**src/rtl/control_sequencer.sv**
```systemverilog
// Hardwired Mini SRC control unit: fetch/decode FSM driving one-hot datapath strobes per T-step.
// Outputs are a Moore decode of the state and IR opcode; ConFFQ gates PCin combinationally in br T6.
module control_sequencer (
    input  logic        clock,
    input  logic        clear,
    input  logic [31:0] IR,
    input  logic        ConFFQ,
    input  logic        Stop,
    output logic        ClearDP,
    output logic        Run,
    output logic        PCin, PCout, IncPC, MARin, MDRin, MDRout, MDMuxread, RAMread, RAMwrite,
    output logic        IRin, Yin, Zlowin, Zhighin, Zlowout, Zhighout, HIin, LOin, HIout, LOout,
    output logic        CSEout, Gra, Grb, Grc, Rin, Rout, BAout, CONin, InPortout, OutPortin,
    output logic        ADD, SUB, MUL, DIV, AND, OR, SHR, SHRA, SHL, ROR, ROL, NEG, NOT
);

    typedef enum logic [3:0] {
        S_RESET, S_T0, S_T1, S_T2, S_T3, S_T4, S_T5, S_T6, S_T7, S_HALT
    } state_t;

    localparam logic [4:0] OP_LD   = 5'd0,  OP_LDI  = 5'd1,  OP_ST   = 5'd2,  OP_ADD  = 5'd3;
    localparam logic [4:0] OP_SUB  = 5'd4,  OP_AND  = 5'd5,  OP_OR   = 5'd6,  OP_SHR  = 5'd7;
    localparam logic [4:0] OP_SHRA = 5'd8,  OP_SHL  = 5'd9,  OP_ROR  = 5'd10, OP_ROL  = 5'd11;
    localparam logic [4:0] OP_ADDI = 5'd12, OP_ANDI = 5'd13, OP_ORI  = 5'd14, OP_DIV  = 5'd15;
    localparam logic [4:0] OP_MUL  = 5'd16, OP_NEG  = 5'd17, OP_NOT  = 5'd18, OP_BR   = 5'd19;
    localparam logic [4:0] OP_JR   = 5'd20, OP_JAL  = 5'd21, OP_IN   = 5'd22, OP_OUT  = 5'd23;
    localparam logic [4:0] OP_MFHI = 5'd24, OP_MFLO = 5'd25, OP_HALT = 5'd27;

    state_t     state_q;
    state_t     last_state;
    logic [4:0] opc;
    logic       ir_unused;
    logic       is_reg_alu, is_imm, is_mem, is_muldiv, is_negnot;
    logic       op_en;

    assign opc        = IR[31:27];
    assign ir_unused  = ^IR[26:0];
    assign is_reg_alu = (opc >= OP_ADD) && (opc <= OP_ROL);
    assign is_imm     = (opc == OP_ADDI) || (opc == OP_ANDI) || (opc == OP_ORI) || (opc == OP_LDI);
    assign is_mem     = (opc == OP_LD) || (opc == OP_ST);
    assign is_muldiv  = (opc == OP_MUL) || (opc == OP_DIV);
    assign is_negnot  = (opc == OP_NEG) || (opc == OP_NOT);

    always_comb begin
        last_state = S_T3;
        if (is_mem)                                    last_state = S_T7;
        else if (is_muldiv || opc == OP_BR)            last_state = S_T6;
        else if (is_reg_alu || is_imm)                 last_state = S_T5;
        else if (is_negnot || opc == OP_JAL)           last_state = S_T4;
    end

    always_ff @(posedge clock or negedge clear) begin
        if (!clear) begin
            state_q <= S_RESET;
        end else begin
            case (state_q)
                S_RESET: state_q <= S_T0;
                S_T0:    state_q <= S_T1;
                S_T1:    state_q <= S_T2;
                S_T2:    state_q <= S_T3;
                S_HALT:  state_q <= S_HALT;
                default: begin
                    if (state_q == S_T3 && opc == OP_HALT)
                        state_q <= S_HALT;
                    else if (state_q == last_state)
                        state_q <= Stop ? S_HALT : S_T0;
                    else
                        state_q <= state_t'(state_q + 4'd1);
                end
            endcase
        end
    end

    // op_en marks the single step where the ALU operation select is driven; opcode picks which.
    assign ADD  = op_en && (opc == OP_ADD || opc == OP_ADDI || opc == OP_LDI || is_mem || opc == OP_BR);
    assign SUB  = op_en && (opc == OP_SUB);
    assign AND  = op_en && (opc == OP_AND || opc == OP_ANDI);
    assign OR   = op_en && (opc == OP_OR  || opc == OP_ORI);
    assign SHR  = op_en && (opc == OP_SHR);
    assign SHRA = op_en && (opc == OP_SHRA);
    assign SHL  = op_en && (opc == OP_SHL);
    assign ROR  = op_en && (opc == OP_ROR);
    assign ROL  = op_en && (opc == OP_ROL);
    assign MUL  = op_en && (opc == OP_MUL);
    assign DIV  = op_en && (opc == OP_DIV);
    assign NEG  = op_en && (opc == OP_NEG);
    assign NOT  = op_en && (opc == OP_NOT);

    assign ClearDP = (state_q == S_RESET);
    assign Run     = (state_q != S_RESET) && (state_q != S_HALT);

    always_comb begin
        {PCin, PCout, IncPC, MARin, MDRin, MDRout, MDMuxread, RAMread, RAMwrite} = '0;
        {IRin, Yin, Zlowin, Zhighin, Zlowout, Zhighout, HIin, LOin, HIout, LOout} = '0;
        {CSEout, Gra, Grb, Grc, Rin, Rout, BAout, CONin, InPortout, OutPortin}    = '0;
        op_en = 1'b0;
        case (state_q)
            S_T0: {PCout, MARin, IncPC, Zlowin} = '1;
            S_T1: {Zlowout, PCin, MDMuxread, RAMread, MDRin} = '1;
            S_T2: {MDRout, IRin} = '1;
            S_T3: begin
                if (is_reg_alu || (is_imm && opc != OP_LDI)) {Grb, Rout, Yin} = '1;
                else if (is_mem || opc == OP_LDI)         {Grb, BAout, Yin} = '1;
                else if (is_muldiv)                       {Gra, Rout, Yin} = '1;
                else if (is_negnot)                       {Grb, Rout, op_en, Zlowin} = '1;
                else if (opc == OP_BR)                    {Gra, Rout, CONin} = '1;
                else if (opc == OP_JR)                    {Gra, Rout, PCin} = '1;
                else if (opc == OP_JAL)                   {PCout, Grb, Rin} = '1;
                else if (opc == OP_IN)                    {InPortout, Gra, Rin} = '1;
                else if (opc == OP_OUT)                   {Gra, Rout, OutPortin} = '1;
                else if (opc == OP_MFHI)                  {HIout, Gra, Rin} = '1;
                else if (opc == OP_MFLO)                  {LOout, Gra, Rin} = '1;
            end
            S_T4: begin
                if (is_reg_alu)                 {Grc, Rout, op_en, Zlowin} = '1;
                else if (is_imm || is_mem)      {CSEout, op_en, Zlowin} = '1;
                else if (is_muldiv)             {Grb, Rout, op_en, Zhighin, Zlowin} = '1;
                else if (is_negnot)             {Zlowout, Gra, Rin} = '1;
                else if (opc == OP_BR)          {PCout, Yin} = '1;
                else if (opc == OP_JAL)         {Gra, Rout, PCin} = '1;
            end
            S_T5: begin
                if (is_reg_alu || is_imm)       {Zlowout, Gra, Rin} = '1;
                else if (is_mem)                {Zlowout, MARin} = '1;
                else if (is_muldiv)             {Zlowout, LOin} = '1;
                else if (opc == OP_BR)          {CSEout, op_en, Zlowin} = '1;
            end
            S_T6: begin
                if (opc == OP_LD)               {MDMuxread, RAMread, MDRin} = '1;
                else if (opc == OP_ST)          {Gra, Rout, MDRin} = '1;
                else if (is_muldiv)             {Zhighout, HIin} = '1;
                else if (opc == OP_BR) begin
                    Zlowout = 1'b1;
                    PCin    = ConFFQ;
                end
            end
            S_T7: begin
                if (opc == OP_LD)               {MDRout, Gra, Rin} = '1;
                else if (opc == OP_ST)          RAMwrite = 1'b1;
            end
            default: ;
        endcase
    end

endmodule

```
**config.mk**
```make
export PLATFORM = sky130hd
export DESIGN_NAME = control_sequencer
export DESIGN_NICKNAME = d
export VERILOG_FILES = /design/src/rtl/control_sequencer.sv
export SDC_FILE = /design/constraint.sdc
export NUM_CORES = 1
export LEC_CHECK = 0
export CORE_ASPECT_RATIO = 1.75
export CORE_UTILIZATION = 30
export DETAILED_ROUTE_END_ITERATION = 8
export PLACE_DENSITY_LB_ADDON = 0.2
export SLEW_MARGIN = 0
export SYNTH_ARGS = -nofsm -noshare
export SYNTH_HDL_FRONTEND = slang
export SYNTH_SLANG_ARGS = --single-unit
export TNS_END_PERCENT = 10
```
**constraint.sdc**
```tcl
create_clock -name clock -period 2.8 [get_ports clock]
set_input_delay 0.56 -clock clock [delete_from_list [all_inputs] [get_ports clock]]
set_output_delay 0.56 -clock clock [all_outputs]
set_load 0.03 [all_outputs]
```
Word-level counts from Yosys, hierarchy flattened
Cells that the tools add are included.
- flip-flop bits (word level): 4
- reduce and logical (&&, ||, !) cells: 38
- order comparisons: 2
- multiplexer cells: 175
- $add $sub $neg: 1
- equality and inequality tests: 38
- operator list (cell ; count):
    two-way mux 1 bit ; 153
    equality test 5 bit, second input constant ; 11
    equality test 5 x 4 -> 1 bit, second input constant ; 8
    equality test 5 x 3 -> 1 bit, second input constant ; 4
    case mux 4 bit (5 select lines) ; 1
    logical OR 1 bit ; 18
    logical AND 1 bit ; 17
    equality test 4 x 3 -> 1 bit, second input constant ; 4
    two-way mux 4 bit ; 4
    case mux 1 bit (4 select lines) ; 4
    case mux 1 bit (2 select lines) ; 7
    equality test 5 x 2 -> 1 bit, second input constant ; 2
    case mux 1 bit (3 select lines) ; 3
    equality test 4 x 2 -> 1 bit, second input constant ; 2
    equality test 4 bit, second input constant ; 2
    equality test 5 x 1 -> 1 bit, second input constant ; 1
    greater-or-equal comparator 5 x 2 -> 1 bit, second input constant ; 1
    <= comparator 5 x 4 -> 1 bit, second input constant ; 1
    logical NOT 5 bit ; 1
    != test 5 x 1 -> 1 bit, second input constant ; 1
    case mux 1 bit (5 select lines) ; 1
    adder 4 x 1 -> 4 bit, second input constant ; 1
    equality test 4 x 1 -> 1 bit, second input constant ; 1
    equality test 4 bit ; 1
    4 further kinds ; 5

Logic depth before layout (Yosys ltp)
- depth after elaboration: 13
- gate-level depth with buffers: 9

Worst setup path after synthesis
OpenSTA, ideal clock, no wires.
- path type: input to output
- start: in IR[31]
- end: out RAMread
- stages on the path: 5
- slack: -308 ps
- buffers on the path: 2
- arrival: 2548 ps
- path through: clkbuf_1 -> or4_4 -> or2_2 -> o21ai_0 -> buf_4
- cells in the longest elaborated chain, start to end: 3
- ends and longest elaborated chain (element ; RTL line ; source):
    start, declared ; 6 ; input logic [31:0] IR,
    logical NOT 5 bit ; 129 ; if (opc == OP_LD) {MDMuxread, RAMread, MDRin} = '1;
    two-way mux 1 bit ; n/a ;
    case mux 1 bit (2 select lines) ; n/a ;
    end, declared ; 11 ; output logic PCin, PCout, IncPC, MARin, MDRin, MDRout, MDMuxread, RAMread, RAMwrite,
No other way between the ends.

Final worst setup path
- start: in IR[30]
- end: out Gra
- cells in the longest elaborated chain, start to end: 13
- elaborated cells between the ends (all ways): 54
- classes of those cells: order compare (2); eq/ne (17); mux (22); reduce/logical (13)
- ends and longest elaborated chain (element ; RTL line ; source):
    equality test 5 bit ; 112 ; else if (opc == OP_MFLO) {LOout, Gra, Rin} = '1;
    two-way mux 1 bit ; 112 ;
    two-way mux 1 bit ; 111 ; else if (opc == OP_MFHI) {HIout, Gra, Rin} = '1;
    two-way mux 1 bit ; 110 ; else if (opc == OP_OUT) {Gra, Rout, OutPortin} = '1;
    two-way mux 1 bit ; 109 ; else if (opc == OP_IN) {InPortout, Gra, Rin} = '1;
    two-way mux 1 bit ; 108 ; else if (opc == OP_JAL) {PCout, Grb, Rin} = '1;
    two-way mux 1 bit ; 107 ; else if (opc == OP_JR) {Gra, Rout, PCin} = '1;
    two-way mux 1 bit ; 106 ; else if (opc == OP_BR) {Gra, Rout, CONin} = '1;
    two-way mux 1 bit ; 105 ; else if (is_negnot) {Grb, Rout, op_en, Zlowin} = '1;
    two-way mux 1 bit ; 104 ; else if (is_muldiv) {Gra, Rout, Yin} = '1;
    two-way mux 1 bit ; 103 ; else if (is_mem || opc == OP_LDI) {Grb, BAout, Yin} = '1;
    two-way mux 1 bit ; 102 ; if (is_reg_alu || (is_imm && opc != OP_LDI)) {Grb, Rout, Yin} = '1;
    case mux 1 bit (5 select lines) (*) ; 97 ; case (state_q)
    end, declared ; 13 ; output logic CSEout, Gra, Grb, Grc, Rin, Rout, BAout, CONin, InPortout, OutPortin,
Mark *: on every way between the ends. The rest lies on a longest branch, timed or not.

==> summary.md <==
| Metric | Value |
|---|---|
| Switching pwr | around 700 uW |
| Fin nets | about 320 |
| Root buf cell | clkbuf_8 |
| Area contributors post-synth | nor2_1, nand2_1, dfrtp_1 |
| Worst-Margin Slew | around 0.34 ns |
| Vias in the first global route | 1632 |
| Seq pwr share | roughly 8.6% |
| Clock-pin slew on the worst setup and hold paths | 0.03 ns |
| CTS tree | yes |
| Fin crit share | 100% |
| Commonest non-fill, non-tap cell in the layout | buf_4 |
| Status | finished with violations |
| CP required | about 2.2 ns |
| Largest registers | state_q: 4 flops |
| Reg area | roughly 100 um2 |
| Async set-reset flop share out of synthesis | 100% |
| CTS buffer count | 3 |
| Leakage | between 0.0009 and 0.001 uW |
| Dpl ws | -0.267 ns |
| Number of antenna diodes | 0 |
| Clk_lat worst skew | around 0.22 ns |
| H-tree Lvls | 1 |
| Synth-to-Final Area Change | 75.0% |
| Top reg by flops | state_q |
| Max Slew Vio Count | 0 |
| Most frequent cells in the layout | buf_4, nor2_1, nand2_1 |
| Core area | 0.00343 mm2 |
| ANT nets after route | 0 |
| Syn_area_per_cell | around 5.8 um2 |
| Clk pwr share | just over 9% |
| Area of the die | roughly 0.0039 mm2 |
| Type of origin of the critical path | input port |
| Wirelength per Cell | 14.9 um |
| Detailed Place HPWL | between 3000 and 4000 um |
| RSZ-0062 raised after global routing | yes |
| Vias per cell | around 5.3 |
| GP Congestion | ~0.96 |
| Io pins | 80 |
| Drt pass-1 iters | 4 |
| Yosys reg bits | 4 |
| 1st-iter DRT viols | 48 |
| Syn. warnings | 0 |
| Sw Share | between 50% and 60% |
| CP Max Fanout | 4 |
| Final core occ | 56.3% |
| Cell area after synthesis | 0.00110 mm2 |
| Drt total wl | ~4700 um |
| Worst Hold Class | in -> async |
| Final setup skew | 0.00221 ns |
| Postcts setup bufs | 0 |
| Gate power share | around 82% |
| Worst setup EP type | primary output |
| Drt drc | 0 |
| Number of flip-flops in the largest register | 4 |
| Maxcap violations | 0 |
| Tot Pwr | 1330 uW |
| Seq/Total Area, Yosys | around 9.1% |
| Port-buffer cells | 52 |
| Slew margin rel. | 77.4% |
| Setup WS post-layout | -0.00857 ns |
| Cell internal pwr | ~630 uW |
| Total GRT Usage | between 20 and 30% |
| Cell taking the most area after synthesis | nor2_1 |
| Antenna violations before repair | 0 |
| Post-Syn Nets | around 230 |
| Total clock sinks | 4 |
| Fill cell count | between 300 and 400 |
| Footprint of the multi-input gates | around 960 um2 |
| Cell Rows | 28 |
| Final Hold Fails | 0 |
| Failing checks | negative setup slack |
| Starting Density | 32.2% |
| Final Critical Period | between 2 and 3 ns |
| Arrival time at the worst endpoint | roughly 2.3 ns |
| Largest net degree at the start of global routing | 18 |
| CTS max path bufs | 2 |
| Post-CTS Hold Buffers | 0 |
| Post-synth EDFFs | 0 |
| Share of layout cells above drive strength 1 | 37.0% |
| Yosys top cell area share | 12.6% |
| Max Freq | around 360 MHz |
| Post-synthesis cell type count | 46 |
| Routed via count | 1700 |
| Syn Inst Count | around 190 |
| Overflow after GRT | 0 |
| First-pass GRT wire length | 7310 um |
| Synth Flop Type | dfrtp_1 |
| Die H | ~82 um |
| Pwr dens | ~700 mW/mm2 |
| Max VDD drop | about 0.45 mV |
| Die Wd | roughly 48 um |
| Setup CP Type | in -> out |
| Endpoints failing setup | 1 |
[logic make-up after synthesis]
kind of cell,share of synthesized area [%]
mux,1.93
buf+inv,8.61
xor+xnor,0.793
fa+ha+maj,4.53
simple gates,46.0
compound gates,29.1
flops,9.06
[cells in the mapped netlist (3+ instances only)]
| cell | n |
|---|---|
| a21oi_1 | 10 |
| a31oi_1 | 4 |
| and2_1 | 4 |
| clkbuf_1 | 12 |
| dfrtp_1 | 4 |
| ha_1 | 4 |
| inv_1 | 7 |
| nand2_1 | 28 |
| nand2b_1 | 4 |
| nand3_1 | 7 |
| nand4_1 | 3 |
| nor2_1 | 37 |
| nor2b_1 | 4 |
| nor3_1 | 12 |
| o21ai_0 | 9 |
| o22ai_1 | 3 |
| or3_1 | 3 |
[final timing paths]
kind                       slack [ns]  cells past startpoint                  from                   end
setup / recovery               -0.009                      7                IR[30]                   Gra
min in group clock               0.63                      2  state_q[0]$_DFF_PN0_  state_q[0]$_DFF_PN0_
max in group asynchronous        2.08                      1                 clear  state_q[3]$_DFF_PN0_
hold reg to reg                  0.63                      2  state_q[0]$_DFF_PN0_  state_q[0]$_DFF_PN0_
setup reg to reg                 0.88                      8  state_q[1]$_DFF_PN0_  state_q[1]$_DFF_PN0_
hold / removal                   0.55                      1                 clear  state_q[0]$_DFF_PN0_
[metrics by stage]
stage | instance area, um2 | TNS, ns | hold WS [ns] | std cells
6_report | 1930 | -0.00857 | 0.547 | 318
5_1_grt | 1930 | -0.209 | 0.554 | 318
4_1_cts | 1900 | -0.00724 | 0.546 | 318
3_5_place_dp | 1840 | -1.35 | 0.624 | 315
3_3_place_gp | 1840 | -1.42 | 0.618 | 315
2_1_floorplan | 1100 | -0.0445 | 0.264 | 191
[critical path, cell delays in order]
cell	delay [ns]
clkdlybuf4s50_1	0.45
or4_4	0.56
or2_4	0.27
o41ai_1	0.07
nand2_1	0.09
nand4_1	0.12
buf_6	0.14
[layer usage]
layer / global-route usage (%) / part of all wire (%)
met1: 25.4 / 37
met2: 48.2 / 55
met3: 1.96 / 3.5
met4: 16.4 / 5.1
met5: 0 / 0
[power by group through the flow]
stage	combinational, uW	clock, uW	sequential [uW]
2_1_floorplan	668	0	123
3_3_place_gp	1090	0	115
3_5_place_dp	1090	0	116
4_1_cts	1090	126	115
5_1_grt	1190	132	118
6_report	1100	122	115
[repair_timing]
item,4_1_cts,5_1_grt
setup endpoints to repair,13,15
cloned,0,0
gates resized for setup,11,7
pin swaps,2,1
[cell type report]
cell class	count	area share, %
timing repair buffer	95	38.9
multi-input combinational	164	49.5
clock buffer	3	2.14
tap	45	2.91
sequential	4	5.18
inverter	7	1.36
No activity file was read; power rests on OpenSTA's default activity.
